### src/rtl/zoom_engine.sv
// Frame zoom engine: copy, 2x replicate, 2x decimate or 2x2 block-average into a destination frame.
// Define ZOOM_ENGINE_AVG_EN to build the block-average (mode 11) datapath; otherwise mode 11 is rejected.
module zoom_engine #(
  parameter int IMG_W  = 320,
  parameter int IMG_H  = 240,
  parameter int ADDR_W = 17,
  parameter int PIX_W  = 8,
  parameter int RD_LAT = 2
) (
  input  logic              i_clock,
  input  logic              i_reset,
  input  logic              i_start,
  input  logic [1:0]        i_mode,
  input  logic              i_abort,
  output logic              o_busy,
  output logic              o_done,
  output logic              o_error,
  output logic [ADDR_W-1:0] o_rd_addr,
  input  logic [PIX_W-1:0]  i_rd_data,
  output logic [ADDR_W-1:0] o_wr_addr,
  output logic [PIX_W-1:0]  o_wr_data,
  output logic              o_wr_en
);

  localparam int X_W  = (IMG_W > 1) ? $clog2(IMG_W) : 1;
  localparam int Y_W  = (IMG_H > 1) ? $clog2(IMG_H) : 1;
  localparam int WT_W = $clog2(RD_LAT + 1);

  localparam logic [X_W-1:0]    X_LAST    = X_W'(IMG_W - 1);
  localparam logic [Y_W-1:0]    Y_LAST    = Y_W'(IMG_H - 1);
  localparam logic [WT_W-1:0]   WAIT_LAST = WT_W'(RD_LAT - 1);
  localparam logic [ADDR_W-1:0] A_W       = ADDR_W'(IMG_W);
  localparam logic [ADDR_W-1:0] A_QW      = ADDR_W'(IMG_W / 4);
  localparam logic [ADDR_W-1:0] A_TW      = ADDR_W'(3 * IMG_W / 4);
  localparam logic [ADDR_W-1:0] A_QH      = ADDR_W'(IMG_H / 4);
  localparam logic [ADDR_W-1:0] A_TH      = ADDR_W'(3 * IMG_H / 4);

  localparam logic [1:0] M_COPY = 2'b00;
  localparam logic [1:0] M_ZIN  = 2'b01;
  localparam logic [1:0] M_DEC  = 2'b10;
  localparam logic [1:0] M_AVG  = 2'b11;

  typedef enum logic [2:0] {S_IDLE, S_READ, S_WAIT, S_WRITE, S_DONE} state_t;

  state_t            r_state, w_state_next;
  logic [1:0]        r_mode;
  logic [X_W-1:0]    r_dx, w_tx;
  logic [Y_W-1:0]    r_dy, w_ty;
  logic [WT_W-1:0]   r_wait;
  logic [ADDR_W-1:0] r_rd_addr, r_wr_addr;
  logic [PIX_W-1:0]  r_wr_data;
  logic              r_error;

  logic [1:0]        w_mode_t;
  logic [ADDR_W-1:0] w_txa, w_tya, w_sx, w_sy, w_src_addr, w_dst_addr;
  logic              w_in_win, w_need_read, w_last, w_mode_ok, w_more;
  logic              w_dispatch, w_capture, w_reject;

`ifdef ZOOM_ENGINE_AVG_EN
  logic [1:0]         r_sub;
  logic [PIX_W+1:0]   r_acc, w_sum;
  logic [ADDR_W-1:0]  r_src_base, w_sub_off;

  assign w_mode_ok = 1'b1;
  assign w_more    = (r_mode == M_AVG) && (r_sub != 2'd3);
  assign w_sum     = r_acc + (PIX_W+2)'(i_rd_data);

  // Offset of the read that follows sub-read r_sub inside the 2x2 block.
  always_comb begin
    w_sub_off = A_W + ADDR_W'(1);
    case (r_sub)
      2'd0:    w_sub_off = ADDR_W'(1);
      2'd1:    w_sub_off = A_W;
      default: w_sub_off = A_W + ADDR_W'(1);
    endcase
  end
`else
  assign w_mode_ok = (i_mode != M_AVG);
  assign w_more    = 1'b0;
`endif

  // The pixel about to be dispatched: (0,0) on start, else the raster successor.
  always_comb begin
    w_tx = '0;
    w_ty = '0;
    if (r_state == S_WRITE) begin
      if (r_dx == X_LAST) begin
        w_ty = r_dy + 1'b1;
      end else begin
        w_tx = r_dx + 1'b1;
        w_ty = r_dy;
      end
    end
  end

  assign w_last   = (r_dx == X_LAST) && (r_dy == Y_LAST);
  assign w_mode_t = (r_state == S_IDLE) ? i_mode : r_mode;
  assign w_txa    = ADDR_W'(w_tx);
  assign w_tya    = ADDR_W'(w_ty);
  assign w_in_win = (w_txa >= A_QW) && (w_txa < A_TW) && (w_tya >= A_QH) && (w_tya < A_TH);

  always_comb begin
    w_sx = w_txa;
    w_sy = w_tya;
    case (w_mode_t)
      M_ZIN: begin
        w_sx = (w_txa >> 1) + A_QW;
        w_sy = (w_tya >> 1) + A_QH;
      end
      M_DEC, M_AVG: begin
        w_sx = (w_txa - A_QW) << 1;
        w_sy = (w_tya - A_QH) << 1;
      end
      default: ;
    endcase
  end

  assign w_src_addr  = w_sy * A_W + w_sx;
  assign w_dst_addr  = w_tya * A_W + w_txa;
  assign w_need_read = (w_mode_t == M_COPY) || (w_mode_t == M_ZIN) || w_in_win;

  always_ff @(posedge i_clock or posedge i_reset) begin
    if (i_reset) r_state <= S_IDLE;
    else         r_state <= w_state_next;
  end

  always_comb begin
    w_state_next = r_state;
    w_dispatch   = 1'b0;
    w_capture    = 1'b0;
    w_reject     = 1'b0;
    case (r_state)
      S_IDLE: begin
        if (i_start) begin
          if (w_mode_ok) begin
            w_dispatch   = 1'b1;
            w_state_next = w_need_read ? S_READ : S_WRITE;
          end else begin
            w_reject = 1'b1;
          end
        end
      end
      S_READ: w_state_next = i_abort ? S_IDLE : S_WAIT;
      S_WAIT: begin
        if (i_abort) begin
          w_state_next = S_IDLE;
        end else if (r_wait == WAIT_LAST) begin
          w_capture    = 1'b1;
          w_state_next = w_more ? S_READ : S_WRITE;
        end
      end
      S_WRITE: begin
        if (i_abort) begin
          w_state_next = S_IDLE;
        end else if (w_last) begin
          w_state_next = S_DONE;
        end else begin
          w_dispatch   = 1'b1;
          w_state_next = w_need_read ? S_READ : S_WRITE;
        end
      end
      S_DONE:  w_state_next = S_IDLE;
      default: w_state_next = S_IDLE;
    endcase
  end

  always_comb begin
    o_busy  = (r_state == S_READ) || (r_state == S_WAIT) || (r_state == S_WRITE);
    o_wr_en = (r_state == S_WRITE);
    o_done  = (r_state == S_DONE);
  end

  assign o_error   = r_error;
  assign o_rd_addr = r_rd_addr;
  assign o_wr_addr = r_wr_addr;
  assign o_wr_data = r_wr_data;

  always_ff @(posedge i_clock or posedge i_reset) begin
    if (i_reset) begin
      r_mode    <= '0;
      r_dx      <= '0;
      r_dy      <= '0;
      r_wait    <= '0;
      r_rd_addr <= '0;
      r_wr_addr <= '0;
      r_wr_data <= '0;
      r_error   <= 1'b0;
`ifdef ZOOM_ENGINE_AVG_EN
      r_sub      <= '0;
      r_acc      <= '0;
      r_src_base <= '0;
`endif
    end else begin
      r_error <= w_reject;
      r_wait  <= (r_state == S_WAIT) ? r_wait + 1'b1 : '0;
      if (w_dispatch) begin
        r_dx      <= w_tx;
        r_dy      <= w_ty;
        r_wr_addr <= w_dst_addr;
        r_wr_data <= '0;
        if (r_state == S_IDLE) r_mode <= i_mode;
        if (w_need_read) r_rd_addr <= w_src_addr;
`ifdef ZOOM_ENGINE_AVG_EN
        r_src_base <= w_src_addr;
        r_sub      <= '0;
        r_acc      <= '0;
`endif
      end else if (w_capture) begin
`ifdef ZOOM_ENGINE_AVG_EN
        if (r_mode == M_AVG) begin
          r_acc <= w_sum;
          if (r_sub == 2'd3) begin
            r_wr_data <= PIX_W'(w_sum >> 2);
          end else begin
            r_sub     <= r_sub + 1'b1;
            r_rd_addr <= r_src_base + w_sub_off;
          end
        end else begin
          r_wr_data <= i_rd_data;
        end
`else
        r_wr_data <= i_rd_data;
`endif
      end
`ifdef ZOOM_ENGINE_AVG_EN
      // A partial 2x2 sum never survives a return to IDLE (abort or completion).
      else if (w_state_next == S_IDLE) begin
        r_sub <= '0;
        r_acc <= '0;
      end
`endif
    end
  end

endmodule

### config.mk
export PLATFORM = sky130hd
export DESIGN_NAME = zoom_engine
export DESIGN_NICKNAME = d
export VERILOG_FILES = /design/src/rtl/zoom_engine.sv
export SDC_FILE = /design/constraint.sdc
export NUM_CORES = 1
export LEC_CHECK = 0
export BUFFER_PORTS_ARGS = -buffer_cell sky130_fd_sc_hd__buf_4
export CORE_ASPECT_RATIO = 0.8
export CORE_MARGIN = 5
export CORE_UTILIZATION = 49
export DETAILED_ROUTE_END_ITERATION = 10
export PLACE_DENSITY = 0.73
export SLEW_MARGIN = 30
export SYNTH_ARGS = -nofsm -noshare
export SYNTH_HDL_FRONTEND = slang
export SYNTH_SLANG_ARGS = --single-unit
### constraint.sdc
create_clock -name i_clock -period 9.2 [get_ports i_clock]
set_input_delay 0.92 -clock i_clock [delete_from_list [all_inputs] [get_ports i_clock]]
set_output_delay 0.92 -clock i_clock [all_outputs]
set_load 0.01 [all_outputs]
==> impl_metrics.env <==
export IMPL_nNetsFinal=701
export IMPL_required_ps=9460
export IMPL_grt_antenna_before_repair=0
export IMPL_clock_sinks=61
export IMPL_finalWirelength_um=11700
export IMPL_drt_iter0_drc=301
export IMPL_skew_ps=7.10
export IMPL_grt_pass1_wl_um=20200
export IMPL_ys_top_cells_by_area="dfrtp_1 (30%), ha_1 (13%), nand2_1 (5.6%)"
export IMPL_crit_chain="ha_1, nand4b_4, nor3_1, xnor2_1, nor2_1, inv_1, ha_1, nor2_1, a211oi_1, a21oi_1, ha_1, ha_1, fa_1, a21o_1, a21oi_1, o21bai_1, a21oi_1, xnor2_1, ha_1, a21o_1, or3_1, a211o_1, nand3_1"
export IMPL_final_setup_tns_ps=0
export IMPL_route_detailed_drc=0
export IMPL_die_w_um=124
export IMPL_synth_distinct_cells=74
export IMPL_place_hpwl_um=8760
export IMPL_grt_ovfl_total=0
export IMPL_postRouteAntennaNets=0
export IMPL_yosysTopAreaCell="dfrtp_1"
export IMPL_p_leak_nw=2.90
export IMPL_vias=4341
export IMPL_synthArstFlopShare_pct=100
export IMPL_end_kind="flip-flop"
export IMPL_fin_area_mm2=0.00583
export IMPL_crit_family="adder cells"
export IMPL_cp_max_fo=10
export IMPL_critical_path_class="reg -> reg"
export IMPL_syn_area_per_cell_um2=8.62
export IMPL_fmax_mhz=166
export IMPL_clockRootBuffer="clkbuf_16"
export IMPL_cts_path_max_buffers=2
export IMPL_placed_cell_area_mm2=0.00557
export IMPL_die_area_mm2=0.0125
export IMPL_most_common_layout_cells="nand2_1 (76), buf_4 (64), dfrtp_1 (61)"
export IMPL_arrival_ps=6290
export IMPL_rsz0062_at_grt="no"
export IMPL_fillers=938
export IMPL_cp_num_buf_inv=1
export IMPL_grt_usage_pct=19.8
export IMPL_maxSlewHeadroom_pct=41.6
export IMPL_synth_main_ff_cell="dfrtp_1"
export IMPL_finalSetupViolCount=0
export IMPL_cts_resized=0
export IMPL_hold_viol=0
export IMPL_cts_htree_levels=3
export IMPL_syn_nets=656
export IMPL_synth_edf_count=0
export IMPL_die_h_um=101
export IMPL_clk_pin_slew_worst_paths_ps=50
export IMPL_grt_start_max_net_pins=62
export IMPL_clk_insertion_delay_late_ps=330
export IMPL_grt_pass1_vias=4278
export IMPL_std_cell_rows=33
export IMPL_cap_violations=0
export IMPL_yosys_area_top_type_share_pct=30.2
export IMPL_drive_above_1_share_pct=17.6
export IMPL_cp_start_kind="flip-flop"
export IMPL_cts_tree="built"
export IMPL_postCtsSetupRepairBufs=0
export IMPL_boundaryPins=60
export IMPL_area_growth_syn_to_layout_pct=15.1
export IMPL_portBuffers=59
export IMPL_synth_seq_cells=61
export IMPL_outcome="complete, no violations"
export IMPL_seq_area_frac_synth_pct=30.2
export IMPL_crit_slowest_cell="nor2_1"
export IMPL_fin_util_pct=57.4
export IMPL_antenna_cells=0
export IMPL_worstMarginPinSlew_ps=873
export IMPL_netlist_instances=587
export IMPL_hold_path_class="reg -> reg"
export IMPL_cts_buffers=9
export IMPL_core_mm2=0.0102
export IMPL_drt_pass1_iterations=5
export IMPL_slowest_delay_ps=530
export IMPL_cp_common_cell="ha_1"
export IMPL_pwr_density_cell_mw_per_mm2=298
export IMPL_post_route_period_util_pct=65.5
export IMPL_syn_area_mm2=0.00506
export IMPL_start_util_pct=49.8
export IMPL_gp_congestion=0.860
export IMPL_max_vdd_ir_drop_uv=316
export IMPL_ys_warn_count=0
export IMPL_routedWlPerCell_um=15.1
export IMPL_cts_hold_buffers=0
export IMPL_layout_commonest_cell="nand2_1"
export IMPL_via_per_inst=5.59
export IMPL_min_period_ps=6030
export IMPL_finalMaxSlewViolations=0
-- state kept, by name, indices dropped and copies added (netlist names) --
register   flops
o_error        1
o_rd_addr     17
o_wr_addr     11
r_mode         2
r_state        3
r_dx           9
o_wr_data      8
r_wait         2
r_dy           8
-- path summary, 6_finish.rpt --
path	cells past startpoint	start	end	slack (ps)
worst max-delay path	23	r_dx[0]$_DFFE_PP0P_	o_rd_addr[16]$_DFFE_PP0P_	3170
worst min-delay path	1	r_wait[0]$_DFF_PP0_	r_wait[0]$_DFF_PP0_	430
worst max register to register	23	r_dx[0]$_DFFE_PP0P_	o_rd_addr[16]$_DFFE_PP0P_	3170
worst min register to register	1	r_wait[0]$_DFF_PP0_	r_wait[0]$_DFF_PP0_	430
max in group asynchronous	3	i_reset	o_rd_addr[10]$_DFFE_PP0P_	7860
min in group asynchronous	3	i_reset	o_wr_data[5]$_DFFE_PP0P_	830
-- routing by layer --
layer  global-route usage, %  part of all wire [%]  up-vias
met1                    28.1                    48     2038
met3                    2.92                   4.8       11
met4                    5.36                   1.1        0
met5                       0                     0        -
li1                        -                     -     2164
met2                    31.4                    46      128
-- power breakdown --
| part | internal (mW) | switching (mW) | leakage [nW] |
|---|---|---|---|
| logic | 0.470 | 0.598 | 1.96 |
| clock network | 0.180 | 0.119 | 0.129 |
| registers | 0.330 | 0.0390 | 0.812 |
-- area by class of cell --
type	count	area, µm²	share of cell area [%]
Clock inverter	5	27.5	0.473
Multi-Input combinational cell	467	3270	56.1
Tap cell	140	175	3.01
Sequential cell	61	1530	26.2
Inverter	29	113	1.93
Clock buffer	11	233	3.99
Timing Repair Buffer	64	480	8.25
-- cell usage after synthesis (all sizes together), types with 3 or more instances --
| master | instances |
|---|---|
| a211oi | 8 |
| a21o | 11 |
| a21oi | 30 |
| a221oi | 3 |
| a31oi | 7 |
| buf | 14 |
| clkbuf | 16 |
| dfrtp | 61 |
| fa | 4 |
| ha | 51 |
| inv | 28 |
| mux2 | 3 |
| mux2i | 13 |
| nand2 | 77 |
| nand2b | 5 |
| nand3 | 21 |
| nand3b | 4 |
| nand4b | 6 |
| nor2 | 57 |
| nor2b | 8 |
| nor3 | 11 |
| nor4 | 5 |
| o211ai | 3 |
| o21a | 4 |
| o21ai | 56 |
| o311a | 3 |
| o31ai | 3 |
| or2 | 3 |
| xnor2 | 24 |
| xor2 | 12 |
-- cell families (layout without fill, tap and decap cells) --
logic type | count (synthesis) | in the layout | synth area share (%)
xor gates and xnor gates | 37 | 37 | 6.85
muxes | 16 | 16 | 3.31
AOI/OAI and AO/OA | 146 | 146 | 18.8
buffers and inverters | 59 | 109 | 5.24
adders and majority gates | 55 | 55 | 14.2
DFF | 61 | 61 | 30.2
and+or+nand+nor | 213 | 213 | 21.4
-- stage by stage --
stage               instances  hold slack, ps  worst slack, ps  power, mW
floorplan                 587             407             3910       1.18
global placement          761             417             3500       1.40
finish                    777             433             3170       1.74
global route              777             460             2730       1.91
CTS                       777             439             3240       1.74
detailed placement        761             432             3260       1.43
Note: power is estimated with default switching activity, not from simulation.
